$ cat src/rtl/imem_loader_pkg.sv
// Shared types and constants for the instruction-memory boot loader.
// Optional checksum trailer is enabled by defining IMEM_LOADER_CKSUM_EN.
package imem_loader_pkg;

  localparam int HDR_BYTES   = 4;
  localparam int CKSUM_BYTES = 4;

  typedef enum logic [2:0] {
    ST_IDLE,
    ST_LEN,
    ST_DATA,
    ST_FIN
`ifdef IMEM_LOADER_CKSUM_EN
    , ST_CKSUM
`endif
  } imem_loader_state_t;

endpackage

$ cat src/rtl/imem_word_assembler.sv
// Little-endian byte-to-word assembler; the first byte of each group of four
// ends up in word[7:0]. word/word_valid present the completed word on the accepting edge.
module imem_word_assembler
  import imem_loader_pkg::*;
(
  input  logic        clk,
  input  logic        rst_n,
  input  logic [7:0]  byte_in,
  input  logic        accept,
  input  logic        clear,
  output logic [31:0] word,
  output logic        word_valid
);

  localparam int WORD_BYTES = (HDR_BYTES > CKSUM_BYTES) ? HDR_BYTES : CKSUM_BYTES;

  logic [1:0]  cnt_q, cnt_d;
  logic [23:0] bytes_q, bytes_d;

  // Only the three most recent bytes need storage; the fourth is live on byte_in.
  assign word       = {byte_in, bytes_q};
  assign word_valid = accept && (cnt_q == 2'(WORD_BYTES - 1));

  always_comb begin
    cnt_d   = cnt_q;
    bytes_d = bytes_q;
    if (clear) begin
      cnt_d   = '0;
      bytes_d = '0;
    end else if (accept) begin
      cnt_d   = cnt_q + 2'd1;
      bytes_d = word[31:8];
    end
  end

  always_ff @(posedge clk or negedge rst_n) begin
    if (!rst_n) begin
      cnt_q   <= '0;
      bytes_q <= '0;
    end else begin
      cnt_q   <= cnt_d;
      bytes_q <= bytes_d;
    end
  end

endmodule

$ cat src/rtl/imem_loader.sv
// Boot-time instruction memory writer: length header, payload, optional checksum
// trailer (IMEM_LOADER_CKSUM_EN). Holds the core in reset while loading.
//
// state    | meaning
// ST_IDLE  | waiting for start, rx_ready low
// ST_LEN   | collecting the 4-byte little-endian length
// ST_DATA  | collecting payload words, one write per word
// ST_CKSUM | collecting and comparing the 4-byte checksum trailer
// ST_FIN   | drops busy, raises done, returns to idle
module imem_loader
  import imem_loader_pkg::*;
#(
  parameter  int DEPTH = 8192,
  localparam int AW    = $clog2(DEPTH)
) (
  input  logic          clk,
  input  logic          rst_n,
  input  logic          start,
  input  logic [7:0]    rx_data,
  input  logic          rx_valid,
  output logic          rx_ready,
  output logic          we,
  output logic [AW-1:0] waddr,
  output logic [31:0]   wdata,
  output logic          busy,
  output logic          done,
  output logic          err,
  output logic          cpu_hold
);

  localparam int RW = AW - 1;

  imem_loader_state_t state_q, state_d;
  logic          rx_ready_q, rx_ready_d;
  logic          we_q, we_d;
  logic [AW-1:0] waddr_q, waddr_d;
  logic [31:0]   wdata_q, wdata_d;
  logic          busy_q, busy_d;
  logic          done_q, done_d;
  logic          err_q, err_d;
  logic [RW-1:0] remain_q, remain_d;
`ifdef IMEM_LOADER_CKSUM_EN
  logic [31:0]   sum_q, sum_d;
`endif

  logic        accept;
  logic        asm_clear;
  logic [31:0] word;
  logic        word_valid;

  assign accept = rx_valid && rx_ready_q;

  imem_word_assembler u_asm (
    .clk        (clk),
    .rst_n      (rst_n),
    .byte_in    (rx_data),
    .accept     (accept),
    .clear      (asm_clear),
    .word       (word),
    .word_valid (word_valid)
  );

  always_comb begin
    state_d    = state_q;
    rx_ready_d = rx_ready_q;
    we_d       = 1'b0;
    waddr_d    = waddr_q;
    wdata_d    = wdata_q;
    busy_d     = busy_q;
    done_d     = done_q;
    err_d      = err_q;
    remain_d   = remain_q;
    asm_clear  = 1'b0;
`ifdef IMEM_LOADER_CKSUM_EN
    sum_d      = sum_q;
`endif

    // Advance after each write except the last, so waddr stops at DEPTH-4.
    if (we_q && (remain_q != '0)) begin
      waddr_d = waddr_q + AW'(4);
    end

    case (state_q)
      ST_IDLE: begin
        if (start) begin
          state_d    = ST_LEN;
          rx_ready_d = 1'b1;
          busy_d     = 1'b1;
          done_d     = 1'b0;
          err_d      = 1'b0;
          waddr_d    = '0;
          asm_clear  = 1'b1;
`ifdef IMEM_LOADER_CKSUM_EN
          sum_d      = '0;
`endif
        end
      end

      ST_LEN: begin
        if (word_valid) begin
          remain_d = word[AW:2];
          if ((word[1:0] != 2'b00) || (word > 32'(DEPTH))) begin
            // Error exit with nothing pending: drop busy on this edge.
            state_d    = ST_FIN;
            err_d      = 1'b1;
            busy_d     = 1'b0;
            done_d     = 1'b1;
            rx_ready_d = 1'b0;
          end else if (word == '0) begin
`ifdef IMEM_LOADER_CKSUM_EN
            state_d    = ST_CKSUM;
`else
            state_d    = ST_FIN;
            rx_ready_d = 1'b0;
`endif
          end else begin
            state_d = ST_DATA;
          end
        end
      end

      ST_DATA: begin
        if (word_valid) begin
          we_d     = 1'b1;
          wdata_d  = word;
          remain_d = remain_q - RW'(1);
`ifdef IMEM_LOADER_CKSUM_EN
          sum_d    = sum_q + word;
`endif
          if (remain_q == RW'(1)) begin
`ifdef IMEM_LOADER_CKSUM_EN
            state_d    = ST_CKSUM;
`else
            state_d    = ST_FIN;
            rx_ready_d = 1'b0;
`endif
          end
        end
      end

`ifdef IMEM_LOADER_CKSUM_EN
      ST_CKSUM: begin
        if (word_valid) begin
          state_d    = ST_FIN;
          rx_ready_d = 1'b0;
          if (word != sum_q) begin
            err_d  = 1'b1;
            busy_d = 1'b0;
            done_d = 1'b1;
          end
        end
      end
`endif

      ST_FIN: begin
        state_d    = ST_IDLE;
        rx_ready_d = 1'b0;
        busy_d     = 1'b0;
        done_d     = 1'b1;
      end

      default: begin
        state_d    = ST_IDLE;
        rx_ready_d = 1'b0;
        busy_d     = 1'b0;
      end
    endcase
  end

  always_ff @(posedge clk or negedge rst_n) begin
    if (!rst_n) begin
      state_q    <= ST_IDLE;
      rx_ready_q <= 1'b0;
      we_q       <= 1'b0;
      waddr_q    <= '0;
      wdata_q    <= '0;
      busy_q     <= 1'b0;
      done_q     <= 1'b0;
      err_q      <= 1'b0;
      remain_q   <= '0;
`ifdef IMEM_LOADER_CKSUM_EN
      sum_q      <= '0;
`endif
    end else begin
      state_q    <= state_d;
      rx_ready_q <= rx_ready_d;
      we_q       <= we_d;
      waddr_q    <= waddr_d;
      wdata_q    <= wdata_d;
      busy_q     <= busy_d;
      done_q     <= done_d;
      err_q      <= err_d;
      remain_q   <= remain_d;
`ifdef IMEM_LOADER_CKSUM_EN
      sum_q      <= sum_d;
`endif
    end
  end

  assign rx_ready = rx_ready_q;
  assign we       = we_q;
  assign waddr    = waddr_q;
  assign wdata    = wdata_q;
  assign busy     = busy_q;
  assign done     = done_q;
  assign err      = err_q;
  assign cpu_hold = busy_q;

endmodule

$ cat config.mk
export PLATFORM = sky130hd
export DESIGN_NAME = imem_loader
export DESIGN_NICKNAME = d
export VERILOG_FILES = /design/src/rtl/imem_loader_pkg.sv /design/src/rtl/imem_word_assembler.sv /design/src/rtl/imem_loader.sv
export SDC_FILE = /design/constraint.sdc
export NUM_CORES = 1
export LEC_CHECK = 0
export BUFFER_PORTS_ARGS = -buffer_cell sky130_fd_sc_hd__buf_2
export CAP_MARGIN = 10
export CELL_PAD_IN_SITES_DETAIL_PLACEMENT = 1
export CELL_PAD_IN_SITES_GLOBAL_PLACEMENT = 1
export CORE_ASPECT_RATIO = 1.75
export CORE_MARGIN = 1
export CORE_UTILIZATION = 47
export DETAILED_ROUTE_END_ITERATION = 12
export GPL_TIMING_DRIVEN = 0
export PLACE_DENSITY_LB_ADDON = 0.1
export SLEW_MARGIN = 20
export SYNTH_ARGS = -nofsm -noshare
export SYNTH_HDL_FRONTEND = slang
export SYNTH_SLANG_ARGS = --single-unit
$ cat constraint.sdc
create_clock -name clk -period 3.6 [get_ports clk]
set_input_delay 0.18 -clock clk [delete_from_list [all_inputs] [get_ports clk]]
set_output_delay 0.18 -clock clk [all_outputs]
set_load 0.02 [all_outputs]
==> out/qor.txt <==
most frequent cells in the layout - dfrtp_1 (88), nand2_1 (65), buf_2 (60)
antenna violations before repair - 0
P per Cell Area - 427 mW/mm²
filler instances - 935
vias post-DR - 3225
vias per cell - 5.52
Routed WL - 10900 µm
vias in the first global route - 3604
FF-to-FF End - remain_q[0]
max-cap viol count - 0
number of buffers inserted during clock tree synthesis - 9
Crit. End Element - flip-flop
I/O Pins - 63
die area - 0.00897 mm²
synth warn - 0
initial DRC count - 181
worst path required time - 3.86 ns
clock power share - 50.3%
CTS tree - done
drt pass-1 iters - 4
Worst Tran Pin Value - 0.658 ns
Die Ht - 125 µm
status - completed
row count - 44
r2r startpoint - state_q[0]
Int Pwr - 0.00166 W
WP data arrival - 2.57 ns
first-pass GRT wire length - 18100 µm
GR Overflow Total - 0
maximum buffer depth of the clock tree - 2
P&R area growth vs syn - 20.2%
maximum vdd drop - 0.308 mV
Die W - 72.0 µm
Post-synth EDFFs - 0
TritonCTS Sinks - 88
Clock Skew - 0.00629 ns
antenna diode count - 0
ys flop type - dfrtp_1
Initial Util - 48.5%
Detailed Place HPWL - 7800 µm
NetSw - 0.000405 W
synthesized area - 0.00403 mm²
RSZ-0062 raised after global routing - false
hold_sp - rx_data[0]
Slew Limit Fails - 0
R2R Setup Slk - 1.30 ns
wire per inst - 18.7 µm
switching share of power - 19.6%
Hold Fails Final Rpt - 0
Skew-Pair Late Insertion Delay - 0.34 ns
R2R cell count - 8
Hold Crit Endpoint - u_asm.bytes_q[16]
CP max FO - 10
Synth cell types - 40
CP Launch Type - flip-flop
worst rel slew slack - 55.9%
I/O Buffers - 60
largest net degree at the start of global routing - 49
Reg area - 0.00220 mm²
Hold WC Path Type - in -> reg
Avg Cell Area, Syn - 10.3 µm²
post-synthesis sequential area ratio - 54.6%
Multi-input gate area - 0.00171 mm²
DRT antenna net count - 0
Reg clk slew, reported paths - 0.06 ns
fmax - 434 MHz
Final setup viols - 0
final net count - 485
CTS root buf - clkbuf_16
Overall Power - 0.00207 W
sequential fraction of design power - 47.8%
Final TNS setup - 0 ns
CP Class - reg -> reg
H-tree lvl count - 3
most common cell after layout, fill and taps aside - dfrtp_1
core footprint - 0.00831 mm²
Post-CTS Resized - 0
fin crit period - 2.30 ns
gr usage total - 26.8%
Final GP Congestion - 0.758
P_leak - 2.32 nW
register bit total from synthesis - 88
crit share post-route - 64.0%
asr flop ratio synth - 100%
WHS Path Cells - 3
Mapped Cells - 390
share of cells above drive strength 1 - 25.2%
share of power burned in combinational logic - 1.9%
post-CTS setup buffers - 0
# DRC - 0
-- Yosys cell counts, drive strengths merged (5+ instances only) --
cell     n  area share (%)
nor3     5            0.62
a31oi    7             1.1
inv      8            0.74
nor4     9             2.3
nand4    5            0.78
dfrtp   88              55
a21oi   44             5.5
clkbuf  12             1.1
nand3   15             1.9
ha       9             2.8
buf      9             1.1
mux2    35             9.8
nor2    30             2.8
xor2    10             2.2
nand2   65             6.1
o21ai   11             1.4
-- worst max path at each step --
stage / start / to / slack [ns]
after floorplan: remain_q[5] / rx_ready / 1.78
after global placement: state_q[0] / remain_q[0] / 1.39
after detailed placement: state_q[0] / u_asm.bytes_q[19] / 1.33
after CTS: state_q[0] / remain_q[0] / 1.29
after global routing: state_q[0] / remain_q[0] / 1.10
final: state_q[0] / remain_q[0] / 1.30
-- power groups by stage --
stage	registers [W]	logic, W	clock network [W]
after floorplan	0.00101	0.00000531	0
final	0.000989	0.0000391	0.00104
after global routing	0.000988	0.0000448	0.00109
after CTS	0.000989	0.0000409	0.00105
after global placement	0.00101	0.0000353	0
after detailed placement	0.00101	0.0000396	0
-- repair_timing --
item	in CTS	in global routing
endpoints found under the hold margin	47	0
hold buffers	1	0
setup endpoints to repair	0	0
-- state kept, by name, indices dropped and copies added (netlist names), 2 cells and up --
register and cells:
u_asm.bytes_q 24, remain_q 12, waddr 11, u_asm.cnt_q 2, state_q 2, wdata 32
-- metrics by stage --
stage | util [%] | hold WS, ns | worst slack [ns] | instance area, µm² | instances
CTS | 58.3 | 0.0971 | 1.29 | 4850 | 584
global route | 58.3 | 0.109 | 1.10 | 4850 | 584
global placement | 53.9 | 0.437 | 1.39 | 4480 | 566
detailed placement | 54.2 | 0.241 | 1.33 | 4500 | 567
finish | 58.3 | 0.103 | 1.30 | 4850 | 584
floorplan | - | -0.116 | 1.78 | 4040 | 391
-- cell families after synthesis --
group / share of synthesized area, %
AND/OR/NAND/NOR: 16.9
flip-flops: 54.6
AO/OA/AOI/OAI: 9.96
multiplexers: 10.0
buffers and inverters: 3.01
XOR/XNOR: 2.61
adder cells (fa/ha/maj): 2.79
other: 0.0930
-- layer usage --
metal / track usage, % / wire [µm]
met2: 49.7 / 6300
met3: 3.96 / 259
met4: 13.4 / 375
met1: 28.5 / 3980
met5: 0 / 0
-- worst max-delay path: stages, from the launching register on --
cell      delay, ns
dfrtp_1        0.44
inv_1          0.11
ha_1           0.15
buf_2          0.18
clkbuf_1       0.38
nor2_1         0.10
nor2_1         0.52
o21ai_0        0.19
mux2i_1        0.16
-- layout make-up --
type,instances,area share (%)
plain buffers,21,1.88
clock inverters,2,1.24
clock buffers,14,5.65
multi-input cells,274,35.3
flip-flops and latches,88,45.4
well taps,115,2.97
inverters,8,0.620
repair buffers,62,6.87
Power figures use the tool's default switching activity.
